`config.mk`:
```
export PLATFORM = sky130hd
export DESIGN_NAME = keypad_scan_encoder
export DESIGN_NICKNAME = d
export VERILOG_FILES = /design/src/rtl/keypad_scan_encoder.sv
export SDC_FILE = /design/constraint.sdc
export NUM_CORES = 1
export LEC_CHECK = 0
export BUFFER_PORTS_ARGS = -buffer_cell sky130_fd_sc_hd__clkbuf_2
export CORE_MARGIN = 1
export CORE_UTILIZATION = 40
export CTS_BUF_LIST = sky130_fd_sc_hd__clkbuf_2 sky130_fd_sc_hd__clkbuf_4 sky130_fd_sc_hd__clkbuf_8
export CTS_CLUSTER_SIZE = 20
export DETAILED_ROUTE_END_ITERATION = 10
export PLACE_DENSITY = 0.62
export REMOVE_ABC_BUFFERS = 1
export SKIP_CTS_REPAIR_TIMING = 1
export SYNTH_ARGS = -nofsm -noshare
export SYNTH_HDL_FRONTEND = slang
export SYNTH_SLANG_ARGS = --single-unit
```
`constraint.sdc`:
```
create_clock -name clk -period 2.4 [get_ports clk]
set_clock_uncertainty 0.2 [all_clocks]
set_input_delay 0.24 -clock clk [delete_from_list [all_inputs] [get_ports clk]]
set_output_delay 0.24 -clock clk [all_outputs]
set_load 0.005 [all_outputs]
```
`src/rtl/keypad_scan_encoder.sv`:
```
// 4x4 active-low keypad scanner with press/release debounce,
// calculator key-code encoding and a fixed-width key strobe.
module keypad_scan_encoder #(
  parameter int SCAN_DIV        = 16,
  parameter int DEBOUNCE_CYCLES = 50000,
  parameter int STROBE_LEN      = 4
) (
  input  logic       clk,
  input  logic       reset,
  input  logic [3:0] col_in,
  output logic [3:0] row_out,
  output logic [4:0] value,
  output logic       key_strobe,
  output logic       key_held
);

  localparam int SW = $clog2(SCAN_DIV);
  localparam int DW = $clog2(DEBOUNCE_CYCLES);
  localparam int LW = (STROBE_LEN > 1) ? $clog2(STROBE_LEN) : 1;

  localparam logic [SW-1:0] SCAN_LAST = SW'(SCAN_DIV - 1);
  localparam logic [DW-1:0] DB_LAST   = DW'(DEBOUNCE_CYCLES - 1);
  localparam logic [LW-1:0] STR_LAST  = LW'(STROBE_LEN - 1);

  typedef enum logic [2:0] {
    SCAN,
    PRESS_DB,
    STROBE,
    WAIT_REL,
    REL_DB
  } state_t;

  state_t        state;
  logic [3:0]    col_m;
  logic [3:0]    col_s;
  logic [1:0]    row;
  logic [SW-1:0] scan_cnt;
  logic [DW-1:0] db_cnt;
  logic [LW-1:0] str_cnt;
  logic [1:0]    lat_col;
  logic [3:0]    lat_pat;

  logic [3:0]    col_lo;
  logic          one_low;
  logic [1:0]    low_idx;
  logic [1:0]    row_nxt;

  function automatic logic [3:0] row_drv(input logic [1:0] r);
    return ~(4'b0001 << r);
  endfunction

  function automatic logic [4:0] key_code(input logic [3:0] idx);
    case (idx)
      4'd0:    return 5'd2;
      4'd1:    return 5'd3;
      4'd2:    return 5'd4;
      4'd3:    return 5'd11;
      4'd4:    return 5'd5;
      4'd5:    return 5'd6;
      4'd6:    return 5'd7;
      4'd7:    return 5'd12;
      4'd8:    return 5'd8;
      4'd9:    return 5'd9;
      4'd10:   return 5'd10;
      4'd11:   return 5'd13;
      4'd12:   return 5'd16;
      4'd13:   return 5'd1;
      4'd14:   return 5'd15;
      default: return 5'd14;
    endcase
  endfunction

  assign col_lo  = ~col_s;
  assign one_low = (|col_lo) && ~|(col_lo & (col_lo - 4'd1));
  assign row_nxt = row + 2'd1;

  always_comb begin
    low_idx = 2'd0;
    case (col_lo)
      4'b0010: low_idx = 2'd1;
      4'b0100: low_idx = 2'd2;
      4'b1000: low_idx = 2'd3;
      default: low_idx = 2'd0;
    endcase
  end

  // Columns are asynchronous pull-ups; idle value is all-high.
  always_ff @(posedge clk or posedge reset) begin
    if (reset) begin
      col_m <= 4'hF;
      col_s <= 4'hF;
    end else begin
      col_m <= col_in;
      col_s <= col_m;
    end
  end

  always_ff @(posedge clk or posedge reset) begin
    if (reset) begin
      state      <= SCAN;
      row        <= 2'd0;
      row_out    <= 4'b1110;
      scan_cnt   <= '0;
      db_cnt     <= '0;
      str_cnt    <= '0;
      lat_col    <= 2'd0;
      lat_pat    <= 4'hF;
      value      <= 5'd0;
      key_strobe <= 1'b0;
      key_held   <= 1'b0;
    end else begin
      unique case (state)
        SCAN: begin
          if (scan_cnt == SCAN_LAST) begin
            scan_cnt <= '0;
            if (one_low) begin
              lat_col <= low_idx;
              lat_pat <= col_s;
              db_cnt  <= '0;
              state   <= PRESS_DB;
            end else begin
              row     <= row_nxt;
              row_out <= row_drv(row_nxt);
            end
          end else begin
            scan_cnt <= scan_cnt + 1'b1;
          end
        end
        PRESS_DB: begin
          if (col_s != lat_pat) begin
            db_cnt  <= '0;
            row     <= row_nxt;
            row_out <= row_drv(row_nxt);
            state   <= SCAN;
          end else if (db_cnt == DB_LAST) begin
            db_cnt     <= '0;
            value      <= key_code({row, lat_col});
            key_strobe <= 1'b1;
            key_held   <= 1'b1;
            str_cnt    <= '0;
            state      <= STROBE;
          end else begin
            db_cnt <= db_cnt + 1'b1;
          end
        end
        STROBE: begin
          if (str_cnt == STR_LAST) begin
            key_strobe <= 1'b0;
            state      <= WAIT_REL;
          end else begin
            str_cnt <= str_cnt + 1'b1;
          end
        end
        WAIT_REL: begin
          if (col_s[lat_col]) begin
            db_cnt <= '0;
            state  <= REL_DB;
          end
        end
        REL_DB: begin
          if (!col_s[lat_col]) begin
            db_cnt <= '0;
            state  <= WAIT_REL;
          end else if (db_cnt == DB_LAST) begin
            db_cnt   <= '0;
            key_held <= 1'b0;
            row      <= row_nxt;
            row_out  <= row_drv(row_nxt);
            state    <= SCAN;
          end else begin
            db_cnt <= db_cnt + 1'b1;
          end
        end
        default: state <= SCAN;
      endcase
    end
  end

endmodule

```
==> run_results.csv <==
group,metric,value,unit
timing,worst_pin_slew,0.543,ns
power,p_switching,0.642,mW
power,p_leak,1.44,nW
drt,top_layer_used,"met4",
power,combPwrFrac,0.225,
drt,wl_met3,168,µm
timing,rsz0062_at_grt,"false",
flow_run,drv_cap,0,
place,place_congestion,0.823,
finish,layout_common_cells,"37 x dfrtp_1, 21 x nand3_1, 21 x o21ai_0, 19 x nand2_1, 16 x clkbuf_2",
worst_setup_path,arrival,2.25,ns
drt,wl,5250,µm
worst_setup_path,rr_startpoint,"db_cnt[0]",
clocking,cts_inserted_buffers,5,
worst_setup_path,critPathLaunchType,"flop",
drt,wirelength_met1,2590,µm
global_route,grt_max_degree,30,
power,p_int,1.53,mW
power,power.density,675,nW/µm²
worst_setup_path,crit_type,"flop to flop",
worst_setup_path,crit_chain,"ha_1 -> and3_1 -> nand4_1 -> buf_4 -> inv_1 -> or3b_1 -> a31oi_1",
drt,routed-wl-met2,2470,µm
clocking,tritoncts,"built",
clocking,cts_buffer_depth,2,
power,clkPwrFrac,0.236,
drt,drc_errors,0,
hold_path,min_from,"col_m[3]",
worst_setup_path,max_stage_delay,0.42,ns
clocking,cts-htree-levels,2,
power,seqPwrFrac,0.539,
synth,ys_seq_area_frac,0.467,
finish,final_nets,323,
place,numPortBuffers,16,
worst_setup_path,crit_path_end_kind,"flop",
timing,hold_viol,0,
clocking,cts-root-buf,"clkbuf_8",
power,vdd_drop_max,0.000338,V
clocking,clock_sinks,52,
finish,layout.cells.most_common,"dfrtp_1",
timing,period_share,0.928,
power,swShare,0.296,
synth,syn_area_per_cell,10.2,µm²
synth,synth_edf_count,0,
timing,slew_violations,0,
global_route,grt_usage,0.158,
drt,viasPerCell,5.33,
clocking,clk_latency,0.30,ns
drt,drt_iter0_markers,166,
floorplanning,die_y,86.1,µm
timing,finalSetupTns,0,ns
timing,maxSlewHeadroom,0.638,
global_route,grt-ovfl-total,0,
global_route,grt_first_pass_wirelength,9250,µm
global_route,grt_pass1_vias,1972,
place,place_area,3060,µm²
timing,setup_violations,0,
floorplanning,initial_core_util,0.416,
synth,yosysWarnings,0,
drt,ant_nets,0,
drt,first_pass_iters,4,
worst_setup_path,critPathTopFamily,"simple AND/OR/NAND/NOR gates",
synth,netlist_area,2830,µm²
finish,area_growth,13.4,%
finish,antenna-diode-count,0,
floorplanning,placement_rows,30,
status,status,"finished, final reports clean",
finish,drive_gt1_frac,0.228,
place,dpl.hpwl,3820,µm
synth,syn_inst,278,
floorplanning,coreArea,6790,µm²
synth,postSynth.asyncResetShare,1.00,
worst_setup_path,critPathMaxFanout,10,
drt,avgRoutedWirePerCell,13.0,µm
synth,ys_ff_latch,52,
drt,vias,2146,
floorplanning,die_area,7410,µm²
timing,period_minus_slack,2.23,ns
worst_setup_path,worstPathBufferInverterCount,2,
hold_path,hp-class,"flop to flop",
timing,max_freq,449,MHz
floorplanning,die_x,86.1,µm
finish,final_area,3210,µm²
global_route,grt_antenna_before_repair,0,
worst_setup_path,crit_start,"db_cnt[0]",
synth,yosysUniqueCellTypes,49,
floorplanning,ioPinCount,17,
worst_setup_path,slowest_stage,"dfrtp_1",
worst_setup_path,required,2.43,ns
synth,synthFlopType,"dfrtp_1",
clocking,clkTransAtPathRegs,0.09,ns
-- flip-flops by register name, indices dropped and copies added, names as in the netlist --
signal      cells
key_held        1
row             2
scan_cnt        4
lat_col         2
col_s           4
state           3
lat_pat         4
key_strobe      1
row_out         4
db_cnt         16
str_cnt         2
value           5
col_m           4
-- final timing paths --
check	cells past startpoint	slack [ns]	endpoint
max	7	0.17	db_cnt[15]
min	0	0.16	col_s[3]
max reg2reg	7	0.17	db_cnt[15]
min reg2reg	0	0.16	col_s[3]
max in group asynchronous	4	1.07	lat_pat[0]
min in group asynchronous	3	0.31	value[3]
-- area by class of cell --
type	count	area, µm²
clock buffers	8	91.3
fillers	630	3580
inverters	16	60.1
multi-input cells	197	1380
flip-flops and latches	52	1320
well taps	96	120
repair buffers	34	240
-- synthesized netlist by cell type, types with 2 or more instances --
library cell,count,share of area
and3_1,7,0.015
inv_1,16,0.021
a21oi_1,8,0.014
o211ai_1,6,0.016
nand2_1,19,0.025
dfstp_2,15,0.14
mux4_2,2,0.016
dfrtp_1,37,0.33
nand3b_1,2,0.0053
nor2_1,11,0.015
mux2_2,9,0.036
nand4b_1,2,0.0062
or3_1,2,0.0044
xnor2_1,3,0.0093
nand4_1,7,0.015
or3b_1,2,0.0062
or2_2,2,0.0044
nand2b_1,2,0.0044
nor3_1,6,0.011
nor4bb_1,2,0.0071
a31oi_1,13,0.029
ha_1,11,0.049
a41oi_1,2,0.0062
nor2b_1,2,0.0044
buf_6,3,0.012
buf_2,3,0.0053
xor2_1,5,0.015
o21ai_0,21,0.037
nor3b_1,2,0.0053
o21a_1,2,0.0053
nand3_1,21,0.037
mux2i_1,8,0.028
clkbuf_1,6,0.0080
and4_1,3,0.0093
o22ai_1,2,0.0044
-- power groups by stage --
| stage | sequential, mW | clock [mW] | combinational [mW] |
|---|---|---|---|
| 2_1_floorplan | 1.16 | 0 | 0.358 |
| 3_3_place_gp | 1.18 | 0 | 0.476 |
| 3_5_place_dp | 1.18 | 0 | 0.490 |
| 4_1_cts | 1.17 | 0.536 | 0.487 |
| 5_1_grt | 1.20 | 0.556 | 0.571 |
| 6_report | 1.17 | 0.511 | 0.487 |
-- metrics by stage --
step	util	setup slack, ns	hold slack, ns	total power, mW	std cells
finish	0.472	0.174	0.158	2.17	403
global route	0.472	0.00386	0.160	2.32	403
CTS	0.464	0.118	-0.235	2.19	398
detailed placement	0.450	0.141	0.105	1.67	390
global placement	0.450	0.179	0.104	1.66	390
floorplan	-	-0.108	0.0445	1.52	265
-- cells by family after synthesis --
logic type / share of synthesized area
fa+ha+maj: 0.0487
buf+inv: 0.0491
compound gates: 0.137
flops: 0.467
xor+xnor: 0.0248
mux: 0.0801
simple gates: 0.194
-- routing by layer --
layer | up-vias | GRT usage
met5 | - | 0
met4 | 0 | 0.0576
met3 | 2 | 0.0308
met2 | 29 | 0.240
met1 | 1042 | 0.225
li1 | 1073 | -
No activity file was read; power rests on OpenSTA's default activity.
